## src/rtl/ram_arb_pkg.sv

```systemverilog
// Shared types and defaults for the two-client RAM arbiter.
package ram_arb_pkg;
   localparam int DEF_DATA_W = 16;
   localparam int DEF_ADDR_W = 4;

   localparam logic [1:0] ST_IDLE  = 2'd0;
   localparam logic [1:0] ST_ISSUE = 2'd1;
   localparam logic [1:0] ST_RDATA = 2'd2;

   typedef enum logic [1:0] {
      IDLE  = ST_IDLE,
      ISSUE = ST_ISSUE,
      RDATA = ST_RDATA
   } state_t;
endpackage

```

## src/rtl/rr_arb2.sv

```systemverilog
// Two-way round-robin winner select; a tie goes to the port that was not served last.
module rr_arb2 (
   input  logic       req0,
   input  logic       req1,
   input  logic       last,
   output logic [1:0] win
);
   always_comb begin
      win = 2'b00;
      if (req0 && req1)
         win = last ? 2'b01 : 2'b10;
      else if (req0)
         win = 2'b01;
      else if (req1)
         win = 2'b10;
   end
endmodule

```

## src/rtl/ram_arbiter_2port.sv

```systemverilog
// Shares one single-port synchronous RAM between two req/gnt clients, one
// command at a time; read data comes back with a one-cycle valid strobe.
module ram_arbiter_2port
   import ram_arb_pkg::*;
#(
   parameter int DATA_W = DEF_DATA_W,
   parameter int ADDR_W = DEF_ADDR_W
) (
   input  logic              clk,
   input  logic              rst,
   input  logic              req0,
   input  logic              req1,
   input  logic              we0,
   input  logic              we1,
   input  logic [ADDR_W-1:0] addr0,
   input  logic [ADDR_W-1:0] addr1,
   input  logic [DATA_W-1:0] wdata0,
   input  logic [DATA_W-1:0] wdata1,
   output logic              gnt0,
   output logic              gnt1,
   output logic              rvalid0,
   output logic              rvalid1,
   output logic [DATA_W-1:0] rdata0,
   output logic [DATA_W-1:0] rdata1,
   output logic              busy,
   output logic [DATA_W-1:0] ram_din,
   output logic              ram_en,
   output logic              ram_wen,
   output logic [ADDR_W-1:0] ram_address,
   input  logic [DATA_W-1:0] ram_out
);
   typedef struct packed {
      logic              we;
      logic [ADDR_W-1:0] addr;
      logic [DATA_W-1:0] wdata;
   } cmd_t;

   cmd_t [1:0]             cmd;
   cmd_t                   sel;
   logic [1:0]             win;
   state_t                 state, state_nx;
   logic                   last, last_nx;
   logic                   owner, owner_nx;
   logic                   op, op_nx;
   logic [1:0]             gnt, gnt_nx;
   logic [1:0]             rvalid, rvalid_nx;
   logic [1:0][DATA_W-1:0] rdata, rdata_nx;
   logic                   en_nx, wen_nx, busy_nx;
   logic [ADDR_W-1:0]      addr_nx;
   logic [DATA_W-1:0]      din_nx;

   assign cmd[0] = '{we: we0, addr: addr0, wdata: wdata0};
   assign cmd[1] = '{we: we1, addr: addr1, wdata: wdata1};
   assign sel    = cmd[win[1]];

   rr_arb2 u_arb (
      .req0 (req0),
      .req1 (req1),
      .last (last),
      .win  (win)
   );

   always_ff @(posedge clk or posedge rst) begin
      if (rst) state <= IDLE;
      else     state <= state_nx;
   end

   // Every output is a register; this block only computes their next values.
   always_comb begin
      state_nx  = state;
      last_nx   = last;
      owner_nx  = owner;
      op_nx     = op;
      gnt_nx    = 2'b00;
      rvalid_nx = 2'b00;
      rdata_nx  = rdata;
      en_nx     = ram_en;
      wen_nx    = ram_wen;
      addr_nx   = ram_address;
      din_nx    = ram_din;
      case (state)
         IDLE: begin
            en_nx = 1'b0;
            if (|win) begin
               owner_nx = win[1];
               op_nx    = sel.we;
               gnt_nx   = win;
               en_nx    = 1'b1;
               wen_nx   = sel.we;
               addr_nx  = sel.addr;
               din_nx   = sel.wdata;
               state_nx = ISSUE;
            end
         end
         ISSUE: begin
            en_nx    = 1'b0;
            wen_nx   = 1'b0;
            last_nx  = owner;
            state_nx = op ? IDLE : RDATA;
         end
         RDATA: begin
            rdata_nx[owner]  = ram_out;
            rvalid_nx[owner] = 1'b1;
            state_nx         = IDLE;
         end
         default: state_nx = IDLE;
      endcase
      busy_nx = (state_nx != IDLE);
   end

   always_ff @(posedge clk or posedge rst) begin
      if (rst) begin
         last        <= 1'b1;
         owner       <= 1'b0;
         op          <= 1'b0;
         gnt         <= 2'b00;
         rvalid      <= 2'b00;
         rdata       <= '0;
         busy        <= 1'b0;
         ram_en      <= 1'b0;
         ram_wen     <= 1'b0;
         ram_address <= '0;
         ram_din     <= '0;
      end else begin
         last        <= last_nx;
         owner       <= owner_nx;
         op          <= op_nx;
         gnt         <= gnt_nx;
         rvalid      <= rvalid_nx;
         rdata       <= rdata_nx;
         busy        <= busy_nx;
         ram_en      <= en_nx;
         ram_wen     <= wen_nx;
         ram_address <= addr_nx;
         ram_din     <= din_nx;
      end
   end

   assign gnt0    = gnt[0];
   assign gnt1    = gnt[1];
   assign rvalid0 = rvalid[0];
   assign rvalid1 = rvalid[1];
   assign rdata0  = rdata[0];
   assign rdata1  = rdata[1];
endmodule

```

## config.mk

```make
export PLATFORM = sky130hd
export DESIGN_NAME = ram_arbiter_2port
export DESIGN_NICKNAME = d
export VERILOG_FILES = /design/src/rtl/ram_arb_pkg.sv /design/src/rtl/rr_arb2.sv /design/src/rtl/ram_arbiter_2port.sv
export SDC_FILE = /design/constraint.sdc
export NUM_CORES = 1
export LEC_CHECK = 0
export BUFFER_PORTS_ARGS = -buffer_cell sky130_fd_sc_hd__buf_4
export CAP_MARGIN = 5
export CORE_MARGIN = 10
export CORE_UTILIZATION = 35
export CTS_BUF_LIST = sky130_fd_sc_hd__clkbuf_8
export CTS_CLUSTER_SIZE = 30
export DETAILED_ROUTE_END_ITERATION = 8
export GPL_TIMING_DRIVEN = 0
export PLACE_DENSITY_LB_ADDON = 0.25
export SYNTH_ARGS = -nofsm -noshare
export SYNTH_HDL_FRONTEND = slang
export SYNTH_SLANG_ARGS = --single-unit
```

## constraint.sdc

```tcl
create_clock -name clk -period 4.8 [get_ports clk]
set_input_delay 0 -clock clk [delete_from_list [all_inputs] [get_ports clk]]
set_output_delay 0 -clock clk [all_outputs]
set_load 0.02 [all_outputs]
```

==> results of run 1 <==
==> layout make-up <==
type                    count  area [um^2]
flip-flops and latches     64         1600
fillers                   601         2800
plain buffers              11         75.1
inverters                   4         15.0
clock inverters             5         47.5
well taps                  99          124
multi-input cells         116          946
repair buffers            182         1530
clock buffers              11          151
==> power groups by stage <==
stage          sequential [W]  combinational (W)  clock (W)
3_5_place_dp         0.000965            0.00131          0
3_3_place_gp         0.000954            0.00129          0
2_1_floorplan         0.00125           0.000448          0
4_1_cts              0.000959            0.00137   0.000475
6_report             0.000959            0.00136   0.000460
5_1_grt              0.000993            0.00146   0.000503
==> flip-flops by register name (all words and copies together) (netlist names) <==
register	flops
owner	1
busy	1
ram_din	16
ram_en	1
state	2
ram_address	4
rdata1	16
rvalid	2
rdata0	16
op	1
gnt	2
ram_wen	1
last	1
==> timing repair <==
item                                   in CTS  in global routing
endpoints found under the hold margin      83                  0
setup endpoints to repair                   0                  0
hold buffers                               61                  0
gates resized for setup                     0                  0
buffers inserted                            0                  0
==> cells in the mapped netlist <==
library cell / instances
o21ai_0: 1
dfrtp_1: 63
nand3b_2: 1
mux2_2: 23
nand2b_1: 1
mux2i_1: 21
inv_2: 1
mux2_4: 9
inv_1: 3
and2_1: 1
buf_4: 1
dfstp_2: 1
buf_12: 1
nand2_1: 7
clkbuf_1: 3
a21oi_1: 44
and2b_1: 1
a21o_1: 1
nor3b_4: 1
a211oi_1: 1
a21boi_2: 1
nor2_1: 2
or2_0: 1
buf_2: 5
buf_6: 1
==> placed cells by master, fill, tap and decap left out, types with 2 or more instances in the layout <==
cell type / instances
dlygate4sd3_1: 61
nand2_1: 7
clkbuf_8: 11
buf_4: 121
clkinv_2: 2
inv_1: 4
mux2_4: 9
mux2i_1: 21
clkbuf_1: 3
nor2_1: 2
a21oi_1: 44
buf_2: 5
buf_12: 2
mux2_2: 23
dfrtp_1: 63
inv_2: 2
==> cell families after synthesis <==
logic type             share of synthesized area, %
DFF                                            60.7
AOI/OAI and AO/OA                              9.53
buffers and inverters                          3.41
and+or+nand+nor                                3.41
muxes                                          22.9
==> layer usage <==
metal,share of wire [%],up-vias,track usage (%)
li1,-,1069,-
met1,42,1095,15.7
met2,45,110,22.0
met3,12,6,8.32
met4,1.1,0,4.74
met5,0,-,0
==> worst max-delay path: stages, from the launching register on <==
cell	delay (ns)
dfstp_2	0.38
a21boi_2	0.20
buf_2	0.34
mux2i_1	0.25
dlygate4sd3_1	0.58
a21oi_1	0.06
==> how the worst max path moves through the flow <==
stage | to | start | slack, ns
after global placement | rdata1[9] | rst | 2.34
after floorplan | busy | rst | 3.20
after detailed placement | rdata0[8] | state[0] | 3.18
final | ram_din[13] | last | 2.87
after global routing | gnt[0] | state[1] | 2.74
after CTS | ram_din[6] | last | 2.89
==> through the flow <==
stage	utilization [%]	setup slack (ns)	instance area [um^2]
4_1_cts	61.6	2.89	4490
2_1_floorplan	-	3.20	2640
3_3_place_gp	50.2	2.34	3660
5_1_grt	61.6	2.74	4490
6_report	61.6	2.87	4490
3_5_place_dp	50.5	3.18	3680
==> results by group, run 1 <==
Status
  – Outcome: finished, final reports clean

Place
  – Hpwl dp: 5.32 mm
  – Input/output buffers: 120
  – Dpl cells: 415
  – Final GP Congestion: 0.669

STA
  – Setup Skew: between 0.004 and 0.005 ns
  – Final worst path period need: 1.93 ns
  – Slew of the pin with the lowest slew margin: 0.631 ns
  – Fin crit share: 40.2%
  – Slew headroom: between 50% and 60%
  – Unrepaired setup endpoints after global routing: no
  – Final Setup Violations: 0
  – Peak Freq: 0.518 GHz
  – Fin. Hold Viols: 0
  – Slew Viols, Final: 0
  – Sum of negative setup slack: 0 ns
  – Final hold slack: 0.0453 ns

Worst hold path
  – Hold path depth: 3
  – Hold Path Origin: req0
  – Worst Hold Class: in -> reg
  – Hold EP: gnt[1]

Routing
  – Wire per inst: roughly 16 um
  – Drt pass-1 iters: 4
  – Vias per cell: 4.63
  – Detail Route Antenna Nets: 0
  – Remaining DRCs: 0
  – Vias: about 2.3k
  – Initial DRC Count: 64
  – Detailed Route WL: 7.80 mm

Power and ir drop
  – Power, Total: 0.00277 W
  – P_int: 0.00173 W
  – Switching Share: 37.8%
  – Static Leakage: 2.16 nW
  – Seq pwr share: 34.6%
  – Sw power: ~0.0010 W
  – Worst IR Drop VDD: 0.302 mV
  – Power share of the clock group: between 10% and 20%
  – Power per cell area: about 620 nW/um^2
  – Comb pwr share: between 40% and 50%

Global route
  – First-pass GRT wire length: between 10 and 15 mm
  – Initial antenna violation count: 0
  – Largest net degree at the start of global routing: 36
  – GRT Util Overall: 14.1%
  – Vias in the first global route: 2581
  – Total grt overflow: 0

Clock tree
  – CTS buffer count: 9
  – Clk_lat worst skew: between 0.3 and 0.4 ns
  – CTS tree: done
  – Htree depth: 3
  – CTS Sinks: 64
  – Clock transition at the registers of the reported paths: 0.07 ns
  – CTS max path bufs: 2
  – Clock tree root driver cell: clkbuf_8

Cells and area
  – Area grow syn2layout: 70.3%
  – Final-stage net count: 450
  – Antenna diodes: 0
  – Layout cells sized above 1: 46.1%
  – Post-Layout Cell Count: 492

Synthesis
  – Post-synth cell types: 25
  – Synthesized instance count: 195
  – Area leader, netlist: dfrtp_1
  – Most area-consuming cells after synthesis: dfrtp_1 (60%), mux2_2 (9.8%), a21oi_1 (8.3%), mux2i_1 (8.0%), mux2_4 (5.1%)
  – Syn Area/Cell: 13.5 um^2
  – Ys Warns: 0
  – Syn_nets: 257
  – Sequential area share after synthesis: slightly above 60%
  – Cell Area, Synth: approximately 2600 um^2
  – Register bit total from synthesis: 64
  – Post-synth top area share: 59.7%

Floorplan
  – I/O pin count: 121
  – Core area: 7290 um^2
  – # rows: 31
  – Die Footprint: 11400 um^2
  – Starting Density: 36.2%
  – Die Ht: 107 um
  – Die width: 107 um

Critical path
  – Critical Path End Type: flop
  – Worst EP arrival: roughly 2.1 ns
  – Critical path class: reg -> reg
  – CP required: 5.01 ns
  – R2R Setup Slk: between 2 and 3 ns
  – Type of origin of the critical path: flop
  – Reg2Reg Depth: 5
  – Worst R2R End: ram_din[13]
  – Worst-path maximum fanout: 10
  – RR Startpoint: last

Run
  – Max Cap Viol: 0
(Power assumes the default switching activity.)
==> inputs of run 2 (changes only) <==
- clock period: 4.8 -> 1.7 ns (I/O delays scaled with it)
==> run 2 against run 1 <==
Final area up 0.33%; clock-buffer cell count unchanged; core utilization up 0.21 points; critical path depth down 2; sequential share of layout area down 0.091 points; sequential cell count unchanged; combinational power rose to 2.8 times the previous value; via count up 0.88%; largest cell class unchanged; sequential power rose to 2.8 times the previous value; non-clock buffer count unchanged; hold slack better by 0.057 ns.
==> results by group, run 2 (same netlist as run 1, synthesis figures left out) <==
STA
  – Slew headroom: 57.7% (was 57.9%)
  – Peak Freq: 0.619 GHz (was 0.518 GHz)
  – Sum of negative setup slack: 0 ns (unchanged)
  – Setup Skew: 0.00722 ns (was 0.00492 ns)
  – Fin. Hold Viols: 0 (unchanged)
  – Post-route setup slack: 0.0843 ns (was 2.87 ns)
  – Unrepaired setup endpoints after global routing: no (unchanged)
  – Final Setup Violations: 0 (unchanged)
  – Slew of the pin with the lowest slew margin: 0.634 ns (was 0.631 ns)
  – Slew Viols, Final: 0 (unchanged)
  – Final worst path period need: 1.62 ns (was 1.93 ns)
  – Fin crit share: 95.0% (was 40.2%)

Power and ir drop
  – Power per cell area: 1730 nW/um^2 (was 617 nW/um^2)
  – Static Leakage: 2.16 nW (about the same)
  – Power, Total: 0.00779 W (was 0.00277 W)
  – Worst IR Drop VDD: 0.703 mV (was 0.302 mV)

Cells and area
  – Antenna diodes: 0 (unchanged)
  – Most common cell after layout, fill and taps aside: buf_4 (unchanged)
  – Most frequent cells in the layout: buf_4 (121), dfrtp_1 (62), dlygate4sd3_1 (61), a21oi_1 (44), mux2_2 (23) (was buf_4 (121), dfrtp_1 (63), dlygate4sd3_1 (61), a21oi_1 (44), mux2_2 (23))
  – Layout fillers: 590 (was 601)
  – Layout cells sized above 1: 46.8% (was 46.1%)
  – Final Util: 61.8% (was 61.6%)
  – Area grow syn2layout: 70.8% (was 70.3%)
  – Final-stage net count: 450 (unchanged)
  – Design Area, Final: 4510 um^2 (was 4490 um^2)

Clock tree
  – CTS Sinks: 64 (unchanged)
  – Htree depth: 3 (unchanged)
  – Clock tree root driver cell: clkbuf_8 (unchanged)
  – Setup Buffers After CTS: 0 (unchanged)
  – CTS buffer count: 9 (unchanged)
  – Clock transition at the registers of the reported paths: 0.07 ns (about the same)
  – CTS max path bufs: 2 (unchanged)
  – Clk_lat worst skew: 0.33 ns (about the same)
  – CTS tree: done (unchanged)

Floorplan
  – Starting Density: 36.2% (unchanged)
  – Die width: 107 um (unchanged)
  – # rows: 31 (unchanged)
  – Die Ht: 107 um (unchanged)
  – Core area: 7290 um^2 (unchanged)
  – I/O pin count: 121 (unchanged)
  – Die Footprint: 11400 um^2 (unchanged)

Critical path
  – Top delay family on crit path: simple AND/OR/NAND/NOR gates (was buffers and inverters)
  – Critical Path End Type: flop (unchanged)
  – Critical path launch point: state[0] (was last)
  – Worst path max stage delay: 0.52 ns (was 0.58 ns)
  – Type of origin of the critical path: flop (unchanged)
  – RR Startpoint: state[0] (was last)
  – CP required: 1.91 ns (was 5.01 ns)
  – Critical path class: reg -> reg (unchanged)
  – Worst-path maximum fanout: 10 (unchanged)
  – Crit-path cells: nor3b_4, buf_12, mux2_4 (was a21boi_2, buf_2, mux2i_1, dlygate4sd3_1, a21oi_1)
  – Worst path slowest cell: nor3b_4 (was dlygate4sd3_1)
  – Worst EP arrival: 1.82 ns (was 2.14 ns)
  – CP Buf/Inv Count: 1 (was 2)

Global route
  – Vias in the first global route: 2538 (was 2581)
  – Initial antenna violation count: 0 (unchanged)
  – Total grt overflow: 0 (unchanged)
  – First-pass GRT wire length: 13.0 mm (was 12.9 mm)
  – GRT Util Overall: 14.1% (about the same)
  – Largest net degree at the start of global routing: 36 (unchanged)

Place
  – Post-place setup slack: 0.0759 ns (was 3.18 ns)
  – Hpwl dp: 5.32 mm (unchanged)
  – Input/output buffers: 120 (unchanged)
  – Final GP Congestion: 0.669 (unchanged)
  – Placed Area: 3680 um^2 (unchanged)

Routing
  – Routed wl met3: 850 um (was 931 um)
  – Detailed Route WL: 7.84 mm (was 7.80 mm)
  – Drt pass-1 iters: 4 (unchanged)
  – Vias per cell: 4.67 (was 4.63)
  – Vias: 2300 (was 2280)
  – Detail Route Antenna Nets: 0 (unchanged)
  – Wire per inst: 15.9 um (was 15.8 um)
  – Top layer in use: met4 (unchanged)
  – Post-Route M1 WL: 3.36 mm (was 3.28 mm)
  – Remaining DRCs: 0 (unchanged)
  – Initial DRC Count: 47 (was 64)
  – Met2 WL: 3.53 mm (was 3.50 mm)

Worst hold path
  – Hold Path Origin: we1 (was req0)
  – Worst Hold Class: in -> reg (unchanged)

Status
  – Outcome: finished, final reports clean (unchanged)

Run
  – Max Cap Viol: 0 (unchanged)
[run 2: timing repair]
item / 4_1_cts / 5_1_grt
gates resized for setup: 0 / 4
endpoints found under the setup margin: 0 / 19
hold endpoints to repair: 83 / 0
hold buffers: 61 / 0
[run 2: area by class of cell]
class | instances | area [um^2] | area share, %
sequential | 64 | 1600 | 35.6
inverter | 4 | 15.0 | 0.333
multi-input combinational | 116 | 960 | 21.3
buffer | 11 | 75.1 | 1.67
clock inverter | 5 | 47.5 | 1.05
tap | 99 | 124 | 2.75
timing repair buffer | 182 | 1530 | 34.0
clock buffer | 11 | 151 | 3.36
[run 2: worst reg2reg max path, stage by stage, from the launching register on]
cell	delay [ns]
dfrtp_1	0.45
nor3b_4	0.52
buf_12	0.22
mux2_4	0.31
[run 2: through the flow]
step           hold WS [ns]  std cells
5_1_grt               0.110        492
2_1_floorplan        0.0856        195
4_1_cts              0.0753        492
6_report              0.102        492
3_5_place_dp          0.135        415
3_3_place_gp          0.188        414
[run 2: worst paths after layout]
kind	end	slack, ns	depth (start not counted)
max	rdata0[2]	0.08	3
min	ram_wen	0.10	3
max reg2reg	rdata0[2]	0.08	3
min reg2reg	state[1]	0.45	1
max in group asynchronous	last	0.70	4
min in group asynchronous	rdata1[5]	0.32	3
[run 2: report_power, final]
part	switching, W	internal, W
logic	0.00197	0.00181
clock network	0.000557	0.000742
registers	0.000437	0.00228
total	0.00296	0.00483
[run 2: metal layers]
layer | track usage (%) | up-vias
li1 | - | 1072
met1 | 16.2 | 1118
met2 | 21.6 | 103
met3 | 7.96 | 7
met4 | 4.74 | 0
met5 | 0 | -
